### config.mk
export PLATFORM = sky130hd
export DESIGN_NAME = uart_tx_frame
export DESIGN_NICKNAME = d
export VERILOG_FILES = /design/src/rtl/uart_tx_frame.sv
export SDC_FILE = /design/constraint.sdc
export NUM_CORES = 1
export LEC_CHECK = 0
export ABC_CLOCK_PERIOD_IN_PS = 4100
export CAP_MARGIN = 20
export CELL_PAD_IN_SITES_DETAIL_PLACEMENT = 1
export CELL_PAD_IN_SITES_GLOBAL_PLACEMENT = 1
export CORE_UTILIZATION = 39
export DETAILED_ROUTE_END_ITERATION = 12
export HOLD_SLACK_MARGIN = 0.08
export PLACE_DENSITY = 0.85
export SYNTH_ARGS = -nofsm -noshare
export SYNTH_HDL_FRONTEND = slang
export SYNTH_SLANG_ARGS = --single-unit
### constraint.sdc
create_clock -name clk_ref -period 4.1 [get_ports clk_ref]
set_clock_uncertainty 0.2 [all_clocks]
set_input_delay 1.025 -clock clk_ref [delete_from_list [all_inputs] [get_ports clk_ref]]
set_output_delay 1.025 -clock clk_ref [all_outputs]
set_load 0.01 [all_outputs]
### src/rtl/uart_tx_frame.sv
// UART transmitter: start bit, DATA_BITS data bits LSB first, optional parity, STOP_BITS stop bits.
// Optional TX FIFO in front of the shifter, enabled by the macro UART_TX_FIFO_EN.
module uart_tx_frame #(
  parameter int CLK_REF    = 100,
  parameter int BAUD_RATE  = 115200,
  parameter int DATA_BITS  = 8,
  parameter int PARITY     = 0,
  parameter int STOP_BITS  = 1,
  parameter int FIFO_DEPTH = 4
) (
  input  logic                 clk_ref,
  input  logic                 rst,
  input  logic [DATA_BITS-1:0] i_tx_data,
  input  logic                 i_tx_valid,
  output logic                 o_tx_ready,
  output logic                 o_txd,
  output logic                 o_tx_busy,
  output logic                 o_tx_done,
  output logic [3:0]           o_bit_cnt
`ifdef UART_TX_FIFO_EN
  ,
  output logic [$clog2(FIFO_DEPTH):0] o_fifo_level
`endif
);

  localparam int BIT_CYCLES = CLK_REF * 32'sd1000000 / BAUD_RATE;
  localparam int CW         = (BIT_CYCLES > 32'sd1) ? $clog2(BIT_CYCLES) : 32'sd1;
  localparam logic [CW-1:0] BAUD_LAST = CW'(BIT_CYCLES - 32'sd1);
  localparam logic [3:0]    DATA_LAST = 4'(DATA_BITS);
  localparam logic [3:0]    LAST_IDX  = 4'(DATA_BITS + int'(PARITY != 32'sd0) + STOP_BITS);

  if (DATA_BITS < 32'sd5 || DATA_BITS > 32'sd9 || PARITY < 32'sd0 || PARITY > 32'sd2 ||
      (STOP_BITS != 32'sd1 && STOP_BITS != 32'sd2) || BIT_CYCLES < 32'sd1) begin : g_bad_param
    $error("uart_tx_frame: illegal parameter combination");
  end

  typedef enum logic [2:0] {
    S_IDLE   = 3'd0,
    S_START  = 3'd1,
    S_DATA   = 3'd2,
    S_PARITY = 3'd3,
    S_STOP   = 3'd4
  } state_t;

  function automatic logic parity_bit(input logic [DATA_BITS-1:0] w);
    if (PARITY == 32'sd1) begin
      return ~^w;
    end else begin
      return ^w;
    end
  endfunction

  state_t               state_q;
  logic [CW-1:0]        baud_q;
  logic [DATA_BITS-1:0] shift_q;
  logic                 par_q;
  logic                 txd_q;
  logic                 busy_q;
  logic                 done_q;
  logic                 ready_q;
  logic                 ready_d;
  logic [3:0]           bit_cnt_q;
  logic                 tick_s;
  logic                 end_s;
  logic                 load_s;
  logic [DATA_BITS-1:0] word_s;

  assign tick_s = (baud_q == BAUD_LAST);
  assign end_s  = (state_q == S_STOP) && tick_s && (bit_cnt_q == LAST_IDX);

`ifdef UART_TX_FIFO_EN
  localparam int AW = $clog2(FIFO_DEPTH);

  logic [DATA_BITS-1:0] mem_q [FIFO_DEPTH];
  logic [AW:0]          wr_ptr_q;
  logic [AW:0]          rd_ptr_q;
  logic [AW:0]          level_s;
  logic [AW:0]          level_d;
  logic                 push_s;

  assign level_s = wr_ptr_q - rd_ptr_q;
  assign push_s  = i_tx_valid && (level_s != (AW+1)'(FIFO_DEPTH));
  // A frame starts from IDLE, or straight out of the last stop bit, whenever a word is queued.
  assign load_s  = (level_s != {(AW+1){1'b0}}) && ((state_q == S_IDLE) || end_s);
  assign word_s  = mem_q[rd_ptr_q[AW-1:0]];
  assign level_d = level_s + (AW+1)'(push_s) - (AW+1)'(load_s);
  assign ready_d = (level_d != (AW+1)'(FIFO_DEPTH));
  assign o_fifo_level = level_s;

  // FIFO pointers.
  always_ff @(posedge clk_ref) begin
    if (rst) begin
      wr_ptr_q <= {(AW+1){1'b0}};
      rd_ptr_q <= {(AW+1){1'b0}};
    end else begin
      if (push_s) begin
        wr_ptr_q <= wr_ptr_q + (AW+1)'(1);
      end
      if (load_s) begin
        rd_ptr_q <= rd_ptr_q + (AW+1)'(1);
      end
    end
  end

  // FIFO storage.
  always_ff @(posedge clk_ref) begin
    if (push_s) begin
      mem_q[wr_ptr_q[AW-1:0]] <= i_tx_data;
    end
  end
`else
  assign load_s = (state_q == S_IDLE) && i_tx_valid && ready_q;
  assign word_s = i_tx_data;

  // Ready drops on acceptance and returns with the end of the frame.
  always_comb begin
    ready_d = ready_q;
    if (load_s) begin
      ready_d = 1'b0;
    end else if (end_s) begin
      ready_d = 1'b1;
    end else begin
      ready_d = ready_q;
    end
  end
`endif

  // Registered ready.
  always_ff @(posedge clk_ref) begin
    if (rst) begin
      ready_q <= 1'b1;
    end else begin
      ready_q <= ready_d;
    end
  end

  // Frame sequencer with registered line, busy, done and bit index.
  always_ff @(posedge clk_ref) begin
    if (rst) begin
      state_q   <= S_IDLE;
      baud_q    <= {CW{1'b0}};
      shift_q   <= {DATA_BITS{1'b0}};
      par_q     <= 1'b0;
      txd_q     <= 1'b1;
      busy_q    <= 1'b0;
      done_q    <= 1'b0;
      bit_cnt_q <= 4'd0;
    end else begin
      done_q <= 1'b0;
      baud_q <= (state_q == S_IDLE || tick_s) ? {CW{1'b0}} : baud_q + CW'(1);
      case (state_q)
        S_IDLE: begin
          bit_cnt_q <= 4'd0;
          if (load_s) begin
            state_q <= S_START;
            shift_q <= word_s;
            par_q   <= parity_bit(word_s);
            txd_q   <= 1'b0;
            busy_q  <= 1'b1;
          end else begin
            txd_q  <= 1'b1;
            busy_q <= 1'b0;
          end
        end
        S_START: begin
          if (tick_s) begin
            state_q   <= S_DATA;
            txd_q     <= shift_q[0];
            shift_q   <= shift_q >> 1;
            bit_cnt_q <= 4'd1;
          end
        end
        S_DATA: begin
          if (tick_s) begin
            bit_cnt_q <= bit_cnt_q + 4'd1;
            if (bit_cnt_q != DATA_LAST) begin
              txd_q   <= shift_q[0];
              shift_q <= shift_q >> 1;
            end else if (PARITY != 32'sd0) begin
              state_q <= S_PARITY;
              txd_q   <= par_q;
            end else begin
              state_q <= S_STOP;
              txd_q   <= 1'b1;
            end
          end
        end
        S_PARITY: begin
          if (tick_s) begin
            state_q   <= S_STOP;
            txd_q     <= 1'b1;
            bit_cnt_q <= bit_cnt_q + 4'd1;
          end
        end
        S_STOP: begin
          if (end_s) begin
            done_q    <= 1'b1;
            bit_cnt_q <= 4'd0;
            if (load_s) begin
              state_q <= S_START;
              shift_q <= word_s;
              par_q   <= parity_bit(word_s);
              txd_q   <= 1'b0;
              busy_q  <= 1'b1;
            end else begin
              state_q <= S_IDLE;
              txd_q   <= 1'b1;
              busy_q  <= 1'b0;
            end
          end else if (tick_s) begin
            bit_cnt_q <= bit_cnt_q + 4'd1;
          end
        end
        default: begin
          state_q   <= S_IDLE;
          txd_q     <= 1'b1;
          busy_q    <= 1'b0;
          bit_cnt_q <= 4'd0;
        end
      endcase
    end
  end

  assign o_tx_ready = ready_q;
  assign o_txd      = txd_q;
  assign o_tx_busy  = busy_q;
  assign o_tx_done  = done_q;
  assign o_bit_cnt  = bit_cnt_q;

endmodule

* After elaboration in Yosys (flattened, before gate mapping)
Index checks and enable logic that the tools add are counted.
Cells by class: add/subtract/negate cells 2, equal/unequal tests 14, mux-type cells 31, bitwise operators 2, reduce and logical (&&, ||, !) cells 16
Operator list (count):
- 8-bit 2-to-1 mux | 5
- 8-bit one-hot mux with 4 select lines | 1
- 3-bit 2-to-1 mux | 6
- 3-bit one-hot mux with 5 select lines | 1
- 2-bit != test (second input constant) | 7
- 1-bit 2-to-1 mux | 12
- 4-bit 2-to-1 mux | 3
- 4-bit one-hot mux with 3 select lines | 1
- 10-bit by 1-bit adder with 10-bit output (second input constant) | 1
- 10-bit == test (second input constant) | 1
- 3-bit by 2-bit == test with 1-bit output (second input constant) | 2
- 6-bit AND reduction | 1
- 2-bit OR reduction | 3
- 1-bit one-hot mux with 5 select lines | 1
- 5-bit AND reduction | 1
- 4-bit by 1-bit adder with 4-bit output (second input constant) | 1
- 4-bit == test (second input constant) | 1
- 1-bit logical AND | 4
- 4-bit != test (second input constant) | 1
- 4-bit AND reduction | 1
- 4-bit nonzero test | 1
- 3-bit by 1-bit == test with 1-bit output (second input constant) | 1
- 3-bit == test (second input constant) | 1
- 3-bit logical NOT | 1
- 6 further kinds | 7
Word-level totals: bits in registers 29, input port bits 11, output and inout bits 8, logic and storage cells 73

* Logic depth before layout (Yosys ltp)
depth in word-level cells 6, depth in mapped cells 8, mapped depth without buffers 7

* Least setup slack after synthesis
No wires, ideal clock.
path kind in2reg, start point input port rst, end point register baud_q[2], setup time 0.065 ns, arrival 1.912 ns, required time 3.835 ns, setup slack 1.923 ns, cell stages on the path 4, path buffers 2, path through buf_4 or3_2 clkbuf_1 nor2_1
Between the ends: word-level cells in the longest chain between the ends 1
RTL lines:
- start: declaration | RTL line 12 | input logic rst,
- 2-bit OR reduction (no source line)
- end signal: assignment | RTL line 141 | baud_q <= {CW{1'b0}};
- end signal: assignment | RTL line 150 | baud_q <= (state_q == S_IDLE || tick_s) ? {CW{1'b0}} : baud_q + CW'(1);
- end: declaration | RTL line 54 | logic [CW-1:0] baud_q;
Every way passes these cells. A chain may end at the register's enable or synchronous reset.

* Worst setup path after layout
start point input port rst, end point register baud_q[4]
The elaborated chain is that of the path after synthesis.

==> qor.txt <==
Fin. Hold Viols: 0
Seq/Total Area, Yosys: 38.2%
largest net degree at the start of global routing: 19
drt first pass iters: 4
vias: 1219
CP max stage delay: 0.73 ns
synthesized area per cell: 9.21 um2
Die Footprint: 0.00415 mm2
hold_buf cts: 0
clock share of power: 35.4%
critical path arrival: 2.64 ns
PD cells: 417 mW/mm2
critical-path cell list: clkdlybuf4s50_1 > or3_2 > nor2_1
syn_nets: 180
worst endpoint required time: 4.12 ns
IO Port Bufs: 18
Final ANT Viol Nets: 0
H-tree depth: 2
Sink Count: 29
CP Launch Type: input pin
Routability Congestion: 0.794
layout cell share with drive strength beyond 1: 10.5%
slack of the worst reg-to-reg path: 1.70 ns
GRT Total Usage: 19.4%
worst IR drop on VDD: 0.164 mV
drt drc: 0
reg-to-reg startpoint: baud_q[0]
final setup fails: 0
Post-Route WL: 3460 um
Critical Path Sink Type: flop
CP max-delay cell: or3_2
final instance area: 0.00178 mm2
drt initial violations: 68
Sum Neg Setup Slack: 0 ns
clock slew at reported path FFs: 0.06 ns
TritonCTS buffer count: 5
Fillers: 451
vias in the first global route: 1380
dpl hpwl: 2410 um
post-synth top area share: 38.2%
CTS tree: yes
Period minus WS final: 2.62 ns
Worst Hold Class: flop to flop
prevailing post-synth register cell: dfxtp_1
CP endpoint: baud_q[4]
clock latency on the worst-skew pair: 0.29 ns
status: finished, final reports clean
Die W: 64.4 um
Setup Buffers After CTS: 0
count of pins over their slew limit: 0
drt wl/cell: 15.1 um
Reg power frac: 44.1%
Max FO, Critical Path: 18
Setup crit start: rst
Worst-Margin Slew: 0.623 ns
Row Count: 22
RSZ-0062 raised after global routing: no
Placement Cell Area: 0.00168 mm2
initial antenna violation count: 0
CP Class: input pin to flop
total power: 744 uW
ranking of synthesized cells by area: dfxtp_1, a21oi_1, mux2i_1, o21ai_0, nor2_1
fin nets: 195
routed vias/inst: 5.32
Final Core Density: 48.4%
overflow left after global routing: 0
core footprint: 0.00369 mm2
slew margin rel.: 58.4%
asr flop ratio synth: 0%
max-cap check violation count: 0
cell family with most CP delay: simple AND/OR/NAND/NOR gates
Reg2Reg Capture Point: shift_q[7]
R2R depth: 6
Yosys warnings: 0
Stages on worst setup path: 3
Sw Ratio: 29.2%
Cells after Synth: 165
Peak Freq: 382 MHz
post-synthesis cell type count: 44
number of diodes: 0
period utilization: 63.8%
Initial Util: 41.2%
Ports: 19
count of flip-flops with a built-in enable after synthesis: 0
Worst Path Buf+Inv: 1
CTS resizes: 0
Leakage Power: 0.000621 uW
area growth from synthesis to layout: 17.5%
area leader, netlist: dfxtp_1
synthesized area: 0.00152 mm2
post-synthesis sequential element count: 29
Chip Height: 64.4 um
Clock Path Buffers: 2
WHS: 0.256 ns
first-pass GRT wire length: 6030 um
internal power: 526 uW
power share of the combinational group: 20.6%
Root Buffer: clkbuf_8
sw power: 218 uW
-- sequential cells by signal, indices dropped and copies added, names as in the netlist --
signal / flops
baud_q: 10
o_bit_cnt: 4
o_tx_busy: 1
o_tx_done: 1
o_tx_ready: 1
o_txd: 1
shift_q: 8
state_q: 3
-- cells in the final DEF (no fill, tap or decap), drive strengths merged, types with 2 or more instances in the layout --
master,synthesis,routed
dfxtp,29,29
xor2,4,4
and3,4,4
ha,4,4
nor3,3,3
clkbuf,3,7
a21oi,17,17
nand3,4,4
nor2,21,21
mux2i,8,8
clkdlybuf4s50,0,18
o21bai,2,2
nand4b,2,2
inv,5,5
or3,8,8
nand2,5,5
o21ai,16,16
xnor2,7,7
-- metal layers --
layer / vias to the layer above / track usage, % / share of wire [%]
met3: 7 / 7.39 / 3.1
met5: - / 0 / 0
met4: 0 / 7.50 / 2.2
met1: 587 / 20.4 / 43
li1: 610 / - / -
met2: 15 / 34.5 / 52
-- power by group through the flow --
stage                     combinational (uW)  sequential [uW]  clock [uW]
after CTS                                154              327         270
final                                    153              328         263
after floorplan                          123              322           0
after global placement                   145              332           0
after detailed placement                 152              333           0
after global routing                     170              332         286
-- synth_stat cells, drive strengths merged, types with 5 or more instances --
cell and instances:
inv 5, xnor2 7, o21ai 16, mux2i 8, buf 6, nor2 21
or3 8, a21oi 17, nand2 5, dfxtp 29
-- layout make-up --
class                           instances  area (um2)  area share [%]
Timing Repair Buffer                   18         180            10.1
Clock inverter                          1        5.00           0.281
Sequential cell                        29         581            32.5
Multi-Input combinational cell        121         843            47.3
Clock buffer                            7        96.3            5.40
Inverter                                5        18.8            1.05
Tap cell                               48        60.1            3.37
-- how the worst min path moves through the flow --
| stage | start | endpoint | slack (ns) | cells past startpoint |
|---|---|---|---|---|
| 5_1_grt | baud_q[0] | baud_q[0] | 0.31 | 1 |
| 3_3_place_gp | baud_q[0] | baud_q[0] | 0.23 | 1 |
| 4_1_cts | baud_q[0] | baud_q[0] | 0.26 | 1 |
| 3_5_place_dp | baud_q[0] | baud_q[0] | 0.25 | 1 |
| 2_1_floorplan | baud_q[0] | baud_q[0] | 0.23 | 1 |
| 6_report | baud_q[0] | baud_q[0] | 0.26 | 1 |
-- metrics by stage --
stage          std cells  setup WS [ns]
2_1_floorplan        165           1.92
3_3_place_gp         221           1.25
5_1_grt              229           1.38
6_report             229           1.48
4_1_cts              229           1.47
3_5_place_dp         221           1.17
-- kinds of logic (layout without fill, tap and decap cells) --
logic type      count (synthesis)  after routing  share of synthesized area [%]
compound gates                 41             41                           16.1
flops                          29             29                           38.2
fa+ha+maj                       4              4                           3.30
xor+xnor                       11             11                           6.34
mux                             8              8                           5.27
buf+inv                        15             31                           6.26
simple gates                   57             57                           24.5
No activity file was read; power rests on OpenSTA's default activity.
